File: src/rtl/fft_8p.sv
// ---------------------------------------------------------------------------
// fft_8p
// Streaming 8-point radix-2 decimation-in-time complex FFT. Samples are
// written into a bit-reversed bank, pushed through three registered
// butterfly stages (each stage halves the result so the final bins are
// X[k]/8) and then read out serially in natural bin order.
//
// Ports:
//   clk        rising-edge clock
//   rst_n      asynchronous active-low reset
//   w_en       sample strobe; xr/xi are captured on every edge where high
//   xr, xi     input sample, real / imaginary (signed DW)
//   out_valid  high while yr/yi carry a valid bin
//   out_idx    bin index of the current yr/yi
//   yr, yi     output bin, real / imaginary (signed DW), = X[k]/8
// ---------------------------------------------------------------------------
module fft_8p #(
    parameter int DW = 16,
    parameter int TW = 16
) (
    input  logic                 clk,
    input  logic                 rst_n,
    input  logic                 w_en,
    input  logic signed [DW-1:0] xr,
    input  logic signed [DW-1:0] xi,
    output logic                 out_valid,
    output logic [2:0]           out_idx,
    output logic signed [DW-1:0] yr,
    output logic signed [DW-1:0] yi
);

    // Butterfly sums are carried two bits wider than the data so a + t
    // never wraps before the halving shift and saturation.
    localparam int SW = DW + 2;

    // cos(pi/4) in Q1.15; W1 and W3 only differ from it by signs.
    localparam logic signed [TW-1:0] W_C45 = TW'(23170);

    localparam logic signed [SW-1:0] SAT_MAX = SW'((1 <<< (DW - 1)) - 1);
    localparam logic signed [SW-1:0] SAT_MIN = ~SAT_MAX;

    // Capture side
    logic [2:0]           r_wcnt;
    logic                 r_launch;
    logic signed [DW-1:0] r_xr [8];
    logic signed [DW-1:0] r_xi [8];

    // Stage banks and their valid flags
    logic                 r_v1, r_v2, r_v3;
    logic signed [DW-1:0] r_s1r [8];
    logic signed [DW-1:0] r_s1i [8];
    logic signed [DW-1:0] r_s2r [8];
    logic signed [DW-1:0] r_s2i [8];
    logic signed [DW-1:0] r_s3r [8];
    logic signed [DW-1:0] r_s3i [8];

    // Combinational next values of each stage bank
    logic signed [DW-1:0] w_s1r [8];
    logic signed [DW-1:0] w_s1i [8];
    logic signed [DW-1:0] w_s2r [8];
    logic signed [DW-1:0] w_s2i [8];
    logic signed [DW-1:0] w_s3r [8];
    logic signed [DW-1:0] w_s3i [8];

    logic [2:0] w_wadr;
    logic [2:0] w_nidx;

    // Multiply a widened sum by cos(pi/4) with a 32-bit product and drop
    // the 15 fractional bits (floor, since >>> on a signed value).
    function automatic logic signed [SW-1:0] mulC(input logic signed [SW-1:0] s);
        logic signed [31:0] p;
        p = 32'(W_C45) * 32'(s);
        p = p >>> 15;
        return p[SW-1:0];
    endfunction

    // Halve a widened sum and clamp it into the DW-bit output range.
    function automatic logic signed [DW-1:0] sat(input logic signed [SW-1:0] s);
        logic signed [SW-1:0] h;
        h = s >>> 1;
        if (h > SAT_MAX)      return SAT_MAX[DW-1:0];
        else if (h < SAT_MIN) return SAT_MIN[DW-1:0];
        else                  return h[DW-1:0];
    endfunction

    // One scaled butterfly with twiddle W8^k. W0 is a bypass and W2 (-j) is
    // a swap/negate, so only W1 and W3 use the multiplier. Returns
    // {A're, A'im, B're, B'im}.
    function automatic logic [4*DW-1:0] bfly(
        input logic signed [DW-1:0] ar,
        input logic signed [DW-1:0] ai,
        input logic signed [DW-1:0] br,
        input logic signed [DW-1:0] bi,
        input logic [1:0]           k
    );
        logic signed [SW-1:0] ear, eai, ebr, ebi, tr, ti;
        ear = SW'(ar);
        eai = SW'(ai);
        ebr = SW'(br);
        ebi = SW'(bi);
        case (k)
            2'd0: begin
                tr = ebr;
                ti = ebi;
            end
            2'd1: begin
                tr = mulC(ebr + ebi);
                ti = mulC(ebi - ebr);
            end
            2'd2: begin
                tr = ebi;
                ti = -ebr;
            end
            default: begin
                tr = mulC(ebi - ebr);
                ti = mulC(-(ebr + ebi));
            end
        endcase
        return {sat(ear + tr), sat(eai + ti), sat(ear - tr), sat(eai - ti)};
    endfunction

    // Bit-reversing the write address lets the DIT stages work in place
    // and leaves the final bank in natural bin order.
    assign w_wadr = {r_wcnt[0], r_wcnt[1], r_wcnt[2]};
    assign w_nidx = out_idx + 3'd1;

    // Sample capture: the write counter only advances on accepted samples,
    // so gaps in w_en simply stretch the frame. The edge that writes the
    // eighth sample raises the launch flag for one cycle.
    always_ff @(posedge clk or negedge rst_n) begin
        if (!rst_n) begin
            r_wcnt   <= '0;
            r_launch <= 1'b0;
            for (int n = 0; n < 8; n++) begin
                r_xr[n] <= '0;
                r_xi[n] <= '0;
            end
        end else begin
            r_launch <= w_en && (r_wcnt == 3'd7);
            if (w_en) begin
                r_wcnt       <= r_wcnt + 3'd1;
                r_xr[w_wadr] <= xr;
                r_xi[w_wadr] <= xi;
            end
        end
    end

    // Stage 1: span-1 butterflies, all twiddles W0.
    always_comb begin
        for (int b = 0; b < 4; b++) begin
            {w_s1r[2*b], w_s1i[2*b], w_s1r[2*b+1], w_s1i[2*b+1]} =
                bfly(r_xr[2*b], r_xi[2*b], r_xr[2*b+1], r_xi[2*b+1], 2'd0);
        end
    end

    // Stage 2: span-2 butterflies; the second pair of each quad uses W2.
    always_comb begin
        for (int b = 0; b < 4; b++) begin
            {w_s2r[(b/2)*4 + b%2], w_s2i[(b/2)*4 + b%2],
             w_s2r[(b/2)*4 + b%2 + 2], w_s2i[(b/2)*4 + b%2 + 2]} =
                bfly(r_s1r[(b/2)*4 + b%2], r_s1i[(b/2)*4 + b%2],
                     r_s1r[(b/2)*4 + b%2 + 2], r_s1i[(b/2)*4 + b%2 + 2],
                     2'((b % 2) * 2));
        end
    end

    // Stage 3: span-4 butterflies with twiddles W0..W3.
    always_comb begin
        for (int b = 0; b < 4; b++) begin
            {w_s3r[b], w_s3i[b], w_s3r[b+4], w_s3i[b+4]} =
                bfly(r_s2r[b], r_s2i[b], r_s2r[b+4], r_s2i[b+4], 2'(b));
        end
    end

    // Stage banks: each loads only when the flag from the stage above is
    // set, so a frame advances exactly one stage per clock and a bank keeps
    // its contents while no new frame is in flight.
    always_ff @(posedge clk or negedge rst_n) begin
        if (!rst_n) begin
            r_v1 <= 1'b0;
            r_v2 <= 1'b0;
            r_v3 <= 1'b0;
            for (int n = 0; n < 8; n++) begin
                r_s1r[n] <= '0;
                r_s1i[n] <= '0;
                r_s2r[n] <= '0;
                r_s2i[n] <= '0;
                r_s3r[n] <= '0;
                r_s3i[n] <= '0;
            end
        end else begin
            r_v1 <= r_launch;
            r_v2 <= r_v1;
            r_v3 <= r_v2;
            if (r_launch) begin
                r_s1r <= w_s1r;
                r_s1i <= w_s1i;
            end
            if (r_v1) begin
                r_s2r <= w_s2r;
                r_s2i <= w_s2i;
            end
            if (r_v2) begin
                r_s3r <= w_s3r;
                r_s3i <= w_s3i;
            end
        end
    end

    // Output serializer: a freshly loaded stage-3 bank restarts at bin 0;
    // otherwise an active burst steps through bins 1..7 and then goes idle.
    // Because the bank is read before it is overwritten, the last bin of a
    // frame is still correct when the next frame lands on the same edge.
    always_ff @(posedge clk or negedge rst_n) begin
        if (!rst_n) begin
            out_valid <= 1'b0;
            out_idx   <= '0;
            yr        <= '0;
            yi        <= '0;
        end else if (r_v3) begin
            out_valid <= 1'b1;
            out_idx   <= '0;
            yr        <= r_s3r[0];
            yi        <= r_s3i[0];
        end else if (out_valid && (out_idx != 3'd7)) begin
            out_idx   <= w_nidx;
            yr        <= r_s3r[w_nidx];
            yi        <= r_s3i[w_nidx];
        end else begin
            out_valid <= 1'b0;
            out_idx   <= '0;
        end
    end

endmodule

File: config.mk
export PLATFORM = sky130hd
export DESIGN_NAME = fft_8p
export DESIGN_NICKNAME = d
export VERILOG_FILES = /design/src/rtl/fft_8p.sv
export SDC_FILE = /design/constraint.sdc
export NUM_CORES = 2
export LEC_CHECK = 0
export ABC_AREA = 1
export CORE_UTILIZATION = 47
export DETAILED_ROUTE_END_ITERATION = 16
export SLEW_MARGIN = 20
export SYNTH_ARGS = -nofsm -noshare
export SYNTH_HDL_FRONTEND = slang
export SYNTH_SLANG_ARGS = --single-unit
File: constraint.sdc
create_clock -name clk -period 12 [get_ports clk]
set_clock_uncertainty 0.15 [all_clocks]
set_input_delay 1.2 -clock clk [delete_from_list [all_inputs] [get_ports clk]]
set_output_delay 1.2 -clock clk [all_outputs]
set_load 0.02 [all_outputs]
# After elaboration in Yosys (flattened, before gate mapping)
# Index checks and enable logic that the tools add are counted.
op_classes:
  addsub: 58
  n_mul: 4
  div_mod_pow: 0
  order_cmp: 99
  eq_ne: 3
  n_shift: 0
  muxes: 114
  n_bitwise: 2
  reduce_logical: 4
op_table:
  columns: ["cell", "count"]
  rows:
  - ["$mux W16", 105]
  - ["$gt A16 B16 Y1 const B", 34]
  - ["$lt A16 B16 Y1 const B", 34]
  - ["$add A16 B16 Y17", 19]
  - ["$sub A16 B16 Y17", 19]
  - ["$bwmux W128", 2]
  - ["$gt A17 B16 Y1 const B", 14]
  - ["$lt A17 B16 Y1 const B", 14]
  - ["$bmux W16 S3", 2]
  - ["$mul A15 B17 Y31 const A", 3]
  - ["$add A16 B17 Y18", 4]
  - ["$sub A16 B17 Y18", 4]
  - ["$add A16 B18 Y18", 3]
  - ["$neg A16 Y18", 3]
  - ["$sub A16 B18 Y18", 3]
  - ["$demux W16 S3", 1]
  - ["$mul A15 B18 Y31 const A", 1]
  - ["$neg A17 Y18", 1]
  - ["$ge A4 B4 Y1 const B", 2]
  - ["$not A3 Y4", 2]
  - ["$add A3 B1 Y3 const B", 2]
  - ["$mux W3", 2]
  - ["$lt A4 B1 Y1 const B", 1]
  - ["$eq A3 B3 Y1 const B", 1]
  - ["other kinds (5)", 8]
totals:
  ff_bits: 1067
  latch_bits: 0
  ramBits: 0
  mem_bits_ro: 0
  input_bits: 35
  output_inout_bits: 36
  wordCells: 357
  mem_count: 0

# Longest topological paths before layout
depth:
  depth_word: 7
  mapped_depth: 53

# Worst setup path after synthesis
# OpenSTA, ideal clock, no wires.
synth_path:
  path_type: "flip-flop to flip-flop"
  startpoint: "register r_s2r[1] in the netlist's numbering"
  endpoint: "register r_s3i[67] in the netlist's numbering"
  t_arrival_ps: 8472
  setup_slack_ps: 3243
  stages_incl_launch_ff: 47
  synth_period_minus_slack_ps: 8757
  cell_sequence: "dfrtp_1 -> inv_1 -> ha_1 -> ha_1 -> inv_1 -> fa_1 -> o31ai_1 -> nand2_1 -> nand2_2 -> nand3_1 -> nand2_2 -> nand3_1 -> nand2_2 -> nand3_1 -> nand2_1 -> xor2_1 -> ha_1 -> inv_1 -> [11 not listed] -> nand2_1 -> nand2_1 -> nand2_1 -> nand2_1 -> xnor3_1 -> ha_1 -> buf_2 -> inv_1 -> nor3_1 -> nand2_1 -> nor2_1 -> nand4_1 -> nand2_1 -> xor2_1 -> or2_1 -> clkbuf_1 -> buf_2 -> a31oi_1"
synth_via:
  elab_chain_len: 7
  word_cells_on_any_way: 8
synth_lines:
  columns: ["item", "line", "rtl"]
  rows:
  - ["from (decl)", "52", "logic signed [DW-1:0] r_s2r [8];"]
  - ["from (signal assigned)", "200", "r_s2r <= w_s2r;"]
  - ["$add A16 B16 Y17 (*)", "116", "ti = mulC(-(ebr + ebi));"]
  - ["$neg A17 Y18 (*)", "116", null]
  - ["$mul A15 B18 Y31 (*)", "72", "p = 32'(W_C45) * 32'(s);"]
  - ["$add A16 B17 Y18 (*)", "119", "return {sat(ear + tr), sat(eai + ti), sat(ear - tr), sat(eai - ti)};"]
  - ["$lt A17 B16 Y1", "82", "else if (h < SAT_MIN) return SAT_MIN[DW-1:0];"]
  - ["$mux W16", "82", null]
  - ["$mux W16 (*)", "81", "if (h > SAT_MAX) return SAT_MAX[DW-1:0];"]
  - ["to (signal assigned)", "205", "r_s3i <= w_s3i;"]
  - ["to (decl)", "55", "logic signed [DW-1:0] r_s3i [8];"]
# Every way passes the cells marked *; elsewhere a longest branch is shown, timed or not.
# A chain may end at the register's enable or synchronous reset.

# Worst setup path in the final report
layout_path:
  startpoint: "register r_s2i[33] in the netlist's numbering"
  endpoint: "register r_s3r[38] in the netlist's numbering"
layout_via:
  elab_chain_len: 6
  word_cells_on_any_way: 7
layout_lines:
  columns: ["item", "line", "rtl"]
  rows:
  - ["from (decl)", "53", "logic signed [DW-1:0] r_s2i [8];"]
  - ["from (signal assigned)", "201", "r_s2i <= w_s2i;"]
  - ["$add A16 B16 Y17 (*)", null, null]
  - ["$mul A15 B17 Y31 (*)", "72", null]
  - ["$sub A16 B17 Y18 (*)", "119", null]
  - ["$lt A17 B16 Y1", "82", null]
  - ["$mux W16", "82", null]
  - ["$mux W16 (*)", "81", null]
  - ["to (signal assigned)", "204", "r_s3r <= w_s3r;"]
  - ["to (decl)", "54", "logic signed [DW-1:0] r_s3r [8];"]
# Marked as above.

==> impl_metrics.json <==
{
  "worstMarginPinSlew_ns": 1.178,
  "layout.area.seq_mm2": 0.02672,
  "ioPinCount": 71,
  "overall_die_height_um": 456.7,
  "crit_path_max_fanout": 19,
  "timing_limited_maximum_frequency_ghz": 0.09592,
  "floorplan.die.width_um": 456.7,
  "detailroute.via_count": 87120,
  "worst_setup_path_startpoint": "r_s2i[33]",
  "std_cell_rows": 166,
  "post_route_cells_drive_above_1_share": 0.03422,
  "wl_per_cell_um": 22.42,
  "drt-initial-drc-count": 7893,
  "number_of_buffers_added_to_fix_hold_violations_after_cts": 0,
  "timing.slew.headroom": 0.2064,
  "hold_viol_final": 0,
  "clkSlewWorstSetupHoldPaths_ns": 0.06,
  "tritoncts_num_sinks": 1067,
  "initial_core_util": 0.4740,
  "overflow": 0,
  "die_area_mm2": 0.2086,
  "yosys_most_used_dff": "sky130_fd_sc_hd__dfrtp_1",
  "grt_use_total": 0.3304,
  "r2r_cells": 47,
  "cts.htree.levels": 4,
  "clkLatencyLatePin_ns": 0.82,
  "critical_path_source_type": "flip-flop",
  "final_antenna_net_count": 0,
  "grt_antenna_before_repair": 24,
  "syn_nets": 14580,
  "yosysWarnings": 0,
  "maxSlewViolCount": 0,
  "final.period_utilization": 0.8687,
  "wl_mm": 349.1,
  "synth.yosys.seq_area_share": 0.2748,
  "crit_top_cell": "sky130_fd_sc_hd__nand2_1",
  "worst-r2r-setup-slack_ns": 1.58,
  "critPathCaptureType": "flip-flop",
  "regToRegEndpoint": "r_s3r[38]",
  "multiInputGateArea_mm2": 0.06162,
  "port_buffers": 70,
  "syn-mean-instance-area_um2": 7.527,
  "clockRootBuffer": "sky130_fd_sc_hd__clkbuf_16",
  "hold_path_class": "in2async",
  "final-setup-viol-count": 0,
  "vias_per_cell": 5.596,
  "via_count_of_the_first_global_routing_pass": 83060,
  "mappedNetlistArea_mm2": 0.09716,
  "worstPathArrival_ns": 10.92,
  "crit_path_max_incr_delay_ns": 0.62,
  "largest_net_degree_at_the_start_of_global_routing": 198,
  "dr.pass1.iters": 6,
  "synth_enable_flop_cells": 0,
  "cts.path.max_buffers": 3,
  "synth_cell_type_count": 66,
  "critical_path_endpoint": "r_s3r[38]",
  "post-route-min-period_ns": 10.42,
  "dpl.hpwl_mm": 286.9,
  "setup-tns-final_ns": 0,
  "grt_pass1_wl_mm": 524.8,
  "tritoncts_clock_tree": "yes",
  "drc": 0,
  "timing.rr.start": "r_s2i[33]",
  "cts_resized": 0,
  "max-cap-violations": 0,
  "postCtsSetupBuffers": 0,
  "critPathSlowestCell": "sky130_fd_sc_hd__ha_1",
  "finish.net_count": 14410,
  "numCtsBuffers": 136,
  "area_growth_syn_to_layout_pct": 8.066,
  "core_area_mm2": 0.2050,
  "rsz0062_at_grt": "false",
  "asyncSetResetFlopFracSynth": 1.000,
  "cp_data_required_time_ns": 12.49,
  "run_status": "complete, no violations",
  "ys_seq_elements": 1067,
  "gp_congestion": 1.008,
  "post_synth_inst_count": 12910,
  "criticalPathCategory": "reg2reg",
  "layout.filler_cells": 20380
}
layout make-up:
cell class / count / area share
Antenna cell: 22 / 0.0005243
Clock buffer: 195 / 0.03720
Clock inverter: 57 / 0.008544
Inverter: 1914 / 0.06862
Multi-Input combinational cell: 9494 / 0.5869
Sequential cell: 1067 / 0.2544
Tap cell: 2688 / 0.03203
Timing Repair Buffer: 130 / 0.01176
placed cells by master (no fill, tap or decap), types with 46 or more instances in the layout:
master / n
sky130_fd_sc_hd__nand2_1: 2735
sky130_fd_sc_hd__inv_1: 1886
sky130_fd_sc_hd__ha_1: 1329
sky130_fd_sc_hd__o21ai_0: 1237
sky130_fd_sc_hd__dfrtp_1: 1063
sky130_fd_sc_hd__a21oi_1: 1016
sky130_fd_sc_hd__nor2_1: 722
sky130_fd_sc_hd__nand3_1: 614
sky130_fd_sc_hd__xor2_1: 486
sky130_fd_sc_hd__fa_1: 304
sky130_fd_sc_hd__clkbuf_16: 137
sky130_fd_sc_hd__nor3_1: 134
sky130_fd_sc_hd__a31oi_1: 113
sky130_fd_sc_hd__o31ai_1: 84
sky130_fd_sc_hd__or2_2: 70
sky130_fd_sc_hd__clkdlybuf4s50_1: 69
sky130_fd_sc_hd__nand4_1: 64
sky130_fd_sc_hd__o21ai_1: 61
sky130_fd_sc_hd__buf_4: 53
sky130_fd_sc_hd__o2111ai_1: 52
sky130_fd_sc_hd__o21bai_1: 49
sky130_fd_sc_hd__xnor2_1: 46
through the flow:
stage / setup WS, ns / hold slack (ns) / utilization / std cells / cell area, µm²
floorplan: 3.243 / 0.2019 / - / 12910 / 97160
global placement: 1.812 / 0.3122 / 0.4884 / 15290 / 100100
detailed placement: 1.713 / 0.3120 / 0.4884 / 15290 / 100100
CTS: 1.675 / 0.2220 / 0.5118 / 15550 / 104900
global route: 0.8379 / 0.2810 / 0.5121 / 15560 / 105000
finish: 1.575 / 0.2368 / 0.5122 / 15570 / 105000
state kept, by name, indices dropped and copies added (netlist names), 128 cells and up:
register,flops
r_s2r,128
r_s3i,128
r_s2i,128
r_xr,128
r_s1r,128
r_s3r,128
r_xi,128
r_s1i,128
worst max-delay path, delay by kind of cell, from the launching register on:
family	cells	cell delay [ns]
flip-flops	1	0.48
AND/OR/NAND/NOR	17	2.22
XOR/XNOR	1	0.24
adder cells (fa/ha/maj)	9	4.11
buffers and inverters	7	0.58
AO/OA/AOI/OAI	13	2.42
cells in the mapped netlist (32+ instances only):
library cell,count,area share
sky130_fd_sc_hd__nand3_1,620,0.032
sky130_fd_sc_hd__buf_2,38,0.0020
sky130_fd_sc_hd__a31oi_1,113,0.0073
sky130_fd_sc_hd__a21oi_1,1016,0.052
sky130_fd_sc_hd__or2_2,70,0.0045
sky130_fd_sc_hd__nand2_1,2737,0.11
sky130_fd_sc_hd__ha_1,1330,0.17
sky130_fd_sc_hd__o21ai_0,1238,0.064
sky130_fd_sc_hd__clkbuf_1,355,0.014
sky130_fd_sc_hd__o31ai_1,84,0.0065
sky130_fd_sc_hd__fa_1,304,0.063
sky130_fd_sc_hd__o2111ai_1,52,0.0047
sky130_fd_sc_hd__o21bai_1,49,0.0038
sky130_fd_sc_hd__xnor2_1,46,0.0041
sky130_fd_sc_hd__dfrtp_1,1067,0.27
sky130_fd_sc_hd__o211ai_1,32,0.0025
sky130_fd_sc_hd__o21ai_1,60,0.0031
sky130_fd_sc_hd__a21boi_0,32,0.0025
sky130_fd_sc_hd__nor3_1,134,0.0069
sky130_fd_sc_hd__inv_1,1888,0.073
sky130_fd_sc_hd__nand4_1,64,0.0041
sky130_fd_sc_hd__nor2_1,724,0.028
sky130_fd_sc_hd__xor2_1,487,0.044
kinds of logic (layout without fill, tap and decap cells):
group / Yosys count / count (layout) / synth area share
fa+ha+maj: 1634 / 1634 / 0.2339
simple gates: 4466 / 4466 / 0.1901
flops: 1067 / 1067 / 0.2748
buf+inv: 2347 / 2296 / 0.09170
xor+xnor: 535 / 535 / 0.04844
other cells: 0 / 22 / 0
compound gates: 2859 / 2859 / 0.1611
metal layers:
layer,GRT usage,up-vias,wire (µm),part of all wire
met4,0.1019,4,11500,0.033
met5,0,-,27,0.000077
met2,0.4994,2585,149900,0.43
met3,0.04009,382,21530,0.062
li1,-,41880,-,-
met1,0.4885,42270,166100,0.48
how the worst min path moves through the flow:
stage               from        end  slack (ns)
4_1_cts            rst_n   r_xi[58]        0.22
6_report           rst_n   r_xi[58]        0.24
3_3_place_gp   r_s3r[93]  r_s3r[93]        0.31
2_1_floorplan   r_launch       r_v1        0.20
5_1_grt            rst_n   r_xi[43]        0.28
3_5_place_dp   r_s3r[93]  r_s3r[93]        0.31
Power is not shown: default switching activity piles up to over one toggle a cycle in this logic, so the estimate is an artifact.
